<file path="src/rtl/read_respond_pkg.sv">
// Shared definitions for the read_respond slice.
//   - REG_IDX_W : register-index width (32 architectural registers)
//   - ERR_WORD  : data word returned when a read times out
//   - state_t   : read FSM state encoding
//   - idx_onehot: one-hot decode of a register index
package read_respond_pkg;

  localparam int unsigned REG_IDX_W = 5;
  localparam int unsigned NUM_REGS  = 32;

  localparam logic [31:0] ERR_WORD = 32'hDEADBEEF;

  typedef enum logic [2:0] {
    ST_IDLE,
    ST_CHECK,
    ST_WAIT,
    ST_FETCH,
    ST_RESP
  } state_t;

  function automatic logic [NUM_REGS-1:0] idx_onehot(input logic [REG_IDX_W-1:0] idx);
    idx_onehot = {{(NUM_REGS-1){1'b0}}, 1'b1} << idx;
  endfunction

endpackage

</file>
<file path="src/rtl/read_respond_scoreboard.sv">
// read_scoreboard: per-register busy vector.
// Ports:
//   clk, rst          - clock, asynchronous active-low reset
//   set_valid/set_idx - mark register set_idx busy (instruction issued)
//   clr_valid/clr_idx - mark register clr_idx free (writeback committed)
//   busy[31:0]        - current busy vector
// A set and a clear of the same bit in one cycle leaves the bit set.
module read_scoreboard
  import read_respond_pkg::*;
(
  input  logic                 clk,
  input  logic                 rst,
  input  logic                 set_valid,
  input  logic [REG_IDX_W-1:0] set_idx,
  input  logic                 clr_valid,
  input  logic [REG_IDX_W-1:0] clr_idx,
  output logic [NUM_REGS-1:0]  busy
);

  logic [NUM_REGS-1:0] set_mask;
  logic [NUM_REGS-1:0] clr_mask;

  always_comb begin
    set_mask = '0;
    clr_mask = '0;
    if (set_valid) set_mask = idx_onehot(set_idx);
    if (clr_valid) clr_mask = idx_onehot(clr_idx);
  end

  // Clear is applied before set so the set wins on a collision.
  always_ff @(posedge clk or negedge rst) begin
    if (!rst) busy <= '0;
    else      busy <= (busy & ~clr_mask) | set_mask;
  end

endmodule

</file>
<file path="src/rtl/read_respond.sv">
// read_respond: host register-read port guarded by a busy scoreboard.
// A read of a register with an outstanding writeback waits until the
// writeback commits (or TIMEOUT_CYCLES elapse, giving ERR_WORD/err=1).
// Ports:
//   clk, rst                 - clock, asynchronous active-low reset
//   req_valid/req_ready      - read request handshake, req_addr = register
//   resp_valid/resp_ready    - response handshake, resp_data/resp_err
//   rf_raddr/rf_rdata        - synchronous register-file read port
//   issue_valid/issue_rd     - instruction issue, marks destination busy
//   wb_valid/wb_addr         - writeback, marks destination free
module read_respond
  import read_respond_pkg::*;
#(
  parameter int unsigned TIMEOUT_CYCLES = 255
) (
  input  logic                 clk,
  input  logic                 rst,
  input  logic                 req_valid,
  input  logic [REG_IDX_W-1:0] req_addr,
  output logic                 req_ready,
  output logic                 resp_valid,
  input  logic                 resp_ready,
  output logic [31:0]          resp_data,
  output logic                 resp_err,
  output logic [REG_IDX_W-1:0] rf_raddr,
  input  logic [31:0]          rf_rdata,
  input  logic                 issue_valid,
  input  logic [REG_IDX_W-1:0] issue_rd,
  input  logic                 wb_valid,
  input  logic [REG_IDX_W-1:0] wb_addr
);

  localparam int unsigned CNT_W = $clog2(TIMEOUT_CYCLES + 1);
  localparam logic [CNT_W-1:0] CNT_MAX = CNT_W'(TIMEOUT_CYCLES);

  state_t               state;
  logic [REG_IDX_W-1:0] addr_q;
  logic [CNT_W-1:0]     wait_cnt;
  logic [NUM_REGS-1:0]  busy;

  read_scoreboard u_scoreboard (
    .clk       (clk),
    .rst       (rst),
    .set_valid (issue_valid),
    .set_idx   (issue_rd),
    .clr_valid (wb_valid),
    .clr_idx   (wb_addr),
    .busy      (busy)
  );

  // Gated by rst so req_ready is low throughout reset and rises in the
  // first cycle after release without waiting for a clock edge.
  assign req_ready = rst && (state == ST_IDLE);
  assign rf_raddr  = addr_q;

  always_ff @(posedge clk or negedge rst) begin
    if (!rst) begin
      state      <= ST_IDLE;
      addr_q     <= '0;
      wait_cnt   <= '0;
      resp_valid <= 1'b0;
      resp_data  <= '0;
      resp_err   <= 1'b0;
    end else begin
      case (state)
        ST_IDLE: begin
          if (req_valid && req_ready) begin
            addr_q <= req_addr;
            state  <= ST_CHECK;
          end
        end
        ST_CHECK: begin
          if (busy[addr_q]) begin
            wait_cnt <= '0;
            state    <= ST_WAIT;
          end else begin
            state <= ST_FETCH;
          end
        end
        ST_WAIT: begin
          // Going back through CHECK relaunches the RF read so FETCH sees
          // data written by the committed writeback.
          if (!busy[addr_q]) begin
            state <= ST_CHECK;
          end else if (wait_cnt == CNT_MAX) begin
            resp_data  <= ERR_WORD;
            resp_err   <= 1'b1;
            resp_valid <= 1'b1;
            state      <= ST_RESP;
          end else begin
            wait_cnt <= wait_cnt + 1'b1;
          end
        end
        ST_FETCH: begin
          resp_data  <= rf_rdata;
          resp_err   <= 1'b0;
          resp_valid <= 1'b1;
          state      <= ST_RESP;
        end
        ST_RESP: begin
          if (resp_ready) begin
            resp_valid <= 1'b0;
            state      <= ST_IDLE;
          end
        end
        default: state <= ST_IDLE;
      endcase
    end
  end

endmodule

</file>
<file path="config.mk">
export PLATFORM = sky130hd
export DESIGN_NAME = read_respond
export DESIGN_NICKNAME = d
export VERILOG_FILES = /design/src/rtl/read_respond_pkg.sv /design/src/rtl/read_respond_scoreboard.sv /design/src/rtl/read_respond.sv
export SDC_FILE = /design/constraint.sdc
export NUM_CORES = 1
export LEC_CHECK = 0
export ABC_CLOCK_PERIOD_IN_PS = 1740
export BUFFER_PORTS_ARGS = -buffer_cell sky130_fd_sc_hd__buf_2
export CAP_MARGIN = 20
export CELL_PAD_IN_SITES_DETAIL_PLACEMENT = 1
export CELL_PAD_IN_SITES_GLOBAL_PLACEMENT = 2
export CORE_MARGIN = 10
export CORE_UTILIZATION = 29
export DETAILED_ROUTE_END_ITERATION = 7
export PLACE_DENSITY_LB_ADDON = 0.1
export SYNTH_ARGS = -nofsm -noshare
export SYNTH_HDL_FRONTEND = slang
export SYNTH_SLANG_ARGS = --single-unit
</file>
<file path="constraint.sdc">
create_clock -name clk -period 1.74 [get_ports clk]
set_input_delay 0.348 -clock clk [delete_from_list [all_inputs] [get_ports clk]]
set_output_delay 0.348 -clock clk [all_outputs]
set_load 0.1 [all_outputs]
</file>
==> results.cfg <==
[status]
status = finished, violations left
violations = setup timing

[global_routing]
grt_overflow = 0
grt_use_total_pct = 13.86
grt_max_degree = 53
grt_pass1_wl_um = 20170
antenna_found_initial = 0
grt_pass1_vias = 3724

[setup_path]
crit_slowest_cell = dfrtp_4
path_max_fanout = 17
reg2reg_to = resp_data[6]
slowest_delay_ps = 500
endpoint_kind = flip-flop
rr_startpoint = rf_raddr[1]
cp_common_cell = buf_12
crit_path_cell_trace = buf_12 > mux2i_1 > a22oi_1 > nand3_2 > nand2_4 > o2111ai_4 > buf_12 > buf_12 > nand3_2
worstSetupPathType = reg -> reg
crit_start = rf_raddr[1]
r2r_setup_slack_ps = -180
critPathLaunchType = flip-flop
required_ps = 1960
arrival_ps = 2130
reg2reg_depth = 9

[sta]
rsz0062_at_grt = true
relSlewSlack_pct = 55.25
worstMarginPinSlew_ps = 671.3
setup-violations-final = 44
drv_slew = 0
fmax_ghz = 0.5218
fin_ws_ps = -176.6
clock_skew_ps = 8.209
period_needed_ps = 1917
min_period_over_period_pct = 110.1
hold_viol_final = 0
fin_hold_ws_ps = 55.31

[power_and_ir_drop]
intPower_w = 0.005700
leakage_nw = 2.588
clockPowerShare_pct = 16.9
seqPwrFrac_pct = 25.5
switchingPower_w = 0.006169
switching_share_pct = 51.98
comb_power_share_pct = 57.6
ir_drop_mv = 0.5574
power_density_nw_per_um2 = 2199

[route]
wl_met1_um = 5532
drc = 0
finalWirelength_um = 12310
wire_per_inst_um = 17.29
first_pass_iters = 4
drt_iter0_drc = 178
highest_layer = met4
ant_nets = 0
vias = 3473
wl_met3_um = 530
via_per_inst = 4.878
dr_wl_met2_um = 6160

[placement]
gp_congestion = 0.7647
io_buffers = 92
hpwl_um = 9361

[cells_and_area]
fillers = 1522
nNetsFinal = 585
postLayoutCoreUtil_pct = 41.09
areaGrowthSynthToFinish_pct = 39.88
register_area_sq_um = 2061
drive_gt1_share_pct = 39.18
multi_input_area_sq_um = 1867
diodes = 0

[yosys]
seq_area_frac_synth_pct = 53.18
syn-num-nets = 452
async_reset_ff_share_pct = 100.0
synth-main-ff-cell = dfrtp_1
synth_area_per_cell_sq_um = 9.695
syn-cell-area_sq_um = 3859
ys.warnings.count = 0
synth_cells = 398
synth_cell_types = 43
synth_edf_count = 0
ys_ff_latch = 82

[cts]
cts-root-buf = clkbuf_16
h-tree-depth = 3
cts_tree = done
cts_sinks = 82
postCtsHoldBufs = 0
cts.path.max_buffers = 2
cts_made_buffers = 9
path_clk_slew_ps = 60
clock_latency_ps = 340

[floorplanning]
die_w_um = 135.4
ios = 93
die_y_um = 135.4
core_area_sq_um = 13140
num_rows = 42
die_area_sq_um = 18320
start_util_pct = 29.37

[hold_path]
min_path_type = in -> async

[run]
maxCapViolCount = 0
[per-stage QoR]
step           power (W)  cell area (sq um)  TNS, ps  std cells  setup WS (ps)
4_1_cts          0.01198               5351    -5609        709         -168.7
3_5_place_dp    0.009671               4956    -8088        688         -293.1
5_1_grt          0.01255               5398    -9724        712         -270.6
3_3_place_gp    0.009565               4956    -5761        688         -257.7
2_1_floorplan   0.008127               4013   -10490        398         -366.7
6_report         0.01187               5398    -6226        712         -176.6
[layer usage]
metal	global-route usage, %	vias to the layer above
met5	0	-
met4	3.529	0
met3	4.377	10
met2	22.82	52
met1	17.18	1742
li1	-	1669
[power by group through the flow]
stage / Sequential, W / Clock (W) / Combinational, W
floorplan: 0.00607 / 0 / 0.00206
global placement: 0.00312 / 0 / 0.00645
global route: 0.00312 / 0.00217 / 0.00726
CTS: 0.00302 / 0.00208 / 0.00687
finish: 0.00303 / 0.00201 / 0.00683
detailed placement: 0.00314 / 0 / 0.00653
[final cells by class]
class                   count  share of cell area [%]
flip-flops and latches     82                   38.18
multi-input cells         298                   34.59
repair buffers            138                   17.22
clock buffers              12                   4.381
well taps                 176                   4.080
clock inverters             4                   1.414
inverters                   2                  0.1391
[cells in the mapped netlist (2+ instances only)]
master	count	area, sq um
nor2b_1	4	25.02
mux2i_1	17	170.2
and2b_1	3	22.52
o221ai_1	3	26.28
nor3_1	5	25.02
dfrtp_1	82	2052
a32o_1	2	20.02
nand2_4	2	22.52
buf_6	2	22.52
clkbuf_1	10	37.54
o21ai_0	68	340.3
buf_2	3	15.01
inv_1	2	7.510
nand2b_1	7	43.79
or2_2	2	12.51
a21boi_0	8	60.06
and2_1	2	12.51
nand3_1	34	170.2
and3_1	3	18.77
nand3b_1	5	37.54
a21oi_1	5	25.02
nand3_2	4	40.04
or3b_2	3	26.28
a22oi_1	4	30.03
a221o_1	3	30.03
nor2_1	9	33.78
nand2_1	86	322.8
mux2_2	5	56.30
[cell usage in the layout, fill, tap and decap left out, types with 2 or more instances in the layout]
cell type  count
a21boi_1       5
and3_1         3
mux2i_2        3
bufinv_16      2
nor3_1         4
buf_2         89
dfrtp_1       77
or3b_2         3
o21ai_0       66
o221ai_1       3
or2_2          2
nand3b_1       5
mux2_2         5
buf_4         39
nand3_1       10
nand3_2       28
a221o_1        3
dfrtp_2        4
nand2b_1       7
a22oi_1        2
nor2_1         8
and2b_1        3
a21oi_1        5
clkbuf_1       3
buf_12         9
nor2b_1        4
a21boi_0       3
mux2i_1       14
clkbuf_16      9
inv_1          2
nand2_1       86
a22oi_2        2
a32o_1         2
nand2_4        2
[cell families (layout without fill, tap and decap cells)]
group                      Yosys count  count (layout)  synth area share, %
adders and majority gates            1               1               0.3242
buffers and inverters               18             156                2.659
and+or+nand+nor                    173             173                21.76
DFF                                 82              82                53.18
xor gates and xnor gates             1               1               0.2270
AOI/OAI and AO/OA                  101             101                15.99
muxes                               22              22                5.869
[flip-flops by register name, indices dropped and copies added, names as in the netlist]
name	flops
rf_raddr	5
resp_valid	1
resp_err	1
wait_cnt	8
resp_data	32
state	3
u_scoreboard.busy	32
[worst max path at each step]
stage                         end  slack, ps  cells past startpoint
floorplan             wait_cnt[4]       -370                      9
global placement      wait_cnt[6]       -260                      6
detailed placement    wait_cnt[7]       -290                      6
CTS                  resp_data[7]       -170                      9
global route        resp_data[15]       -270                      9
finish               resp_data[6]       -180                      9
[worst max-delay path: cells and delay by family (launching register included)]
kind	cells	cell delay (ps)
AND/OR/NAND/NOR	3	260
multiplexers	1	170
AO/OA/AOI/OAI	2	370
buffers and inverters	3	490
flip-flops	1	500
[repair_timing]
item,4_1_cts,5_1_grt
gates resized for setup,11,6
buffers inserted,6,3
pin swaps,2,2
endpoints found under the setup margin,45,45
(Power assumes the default switching activity.)
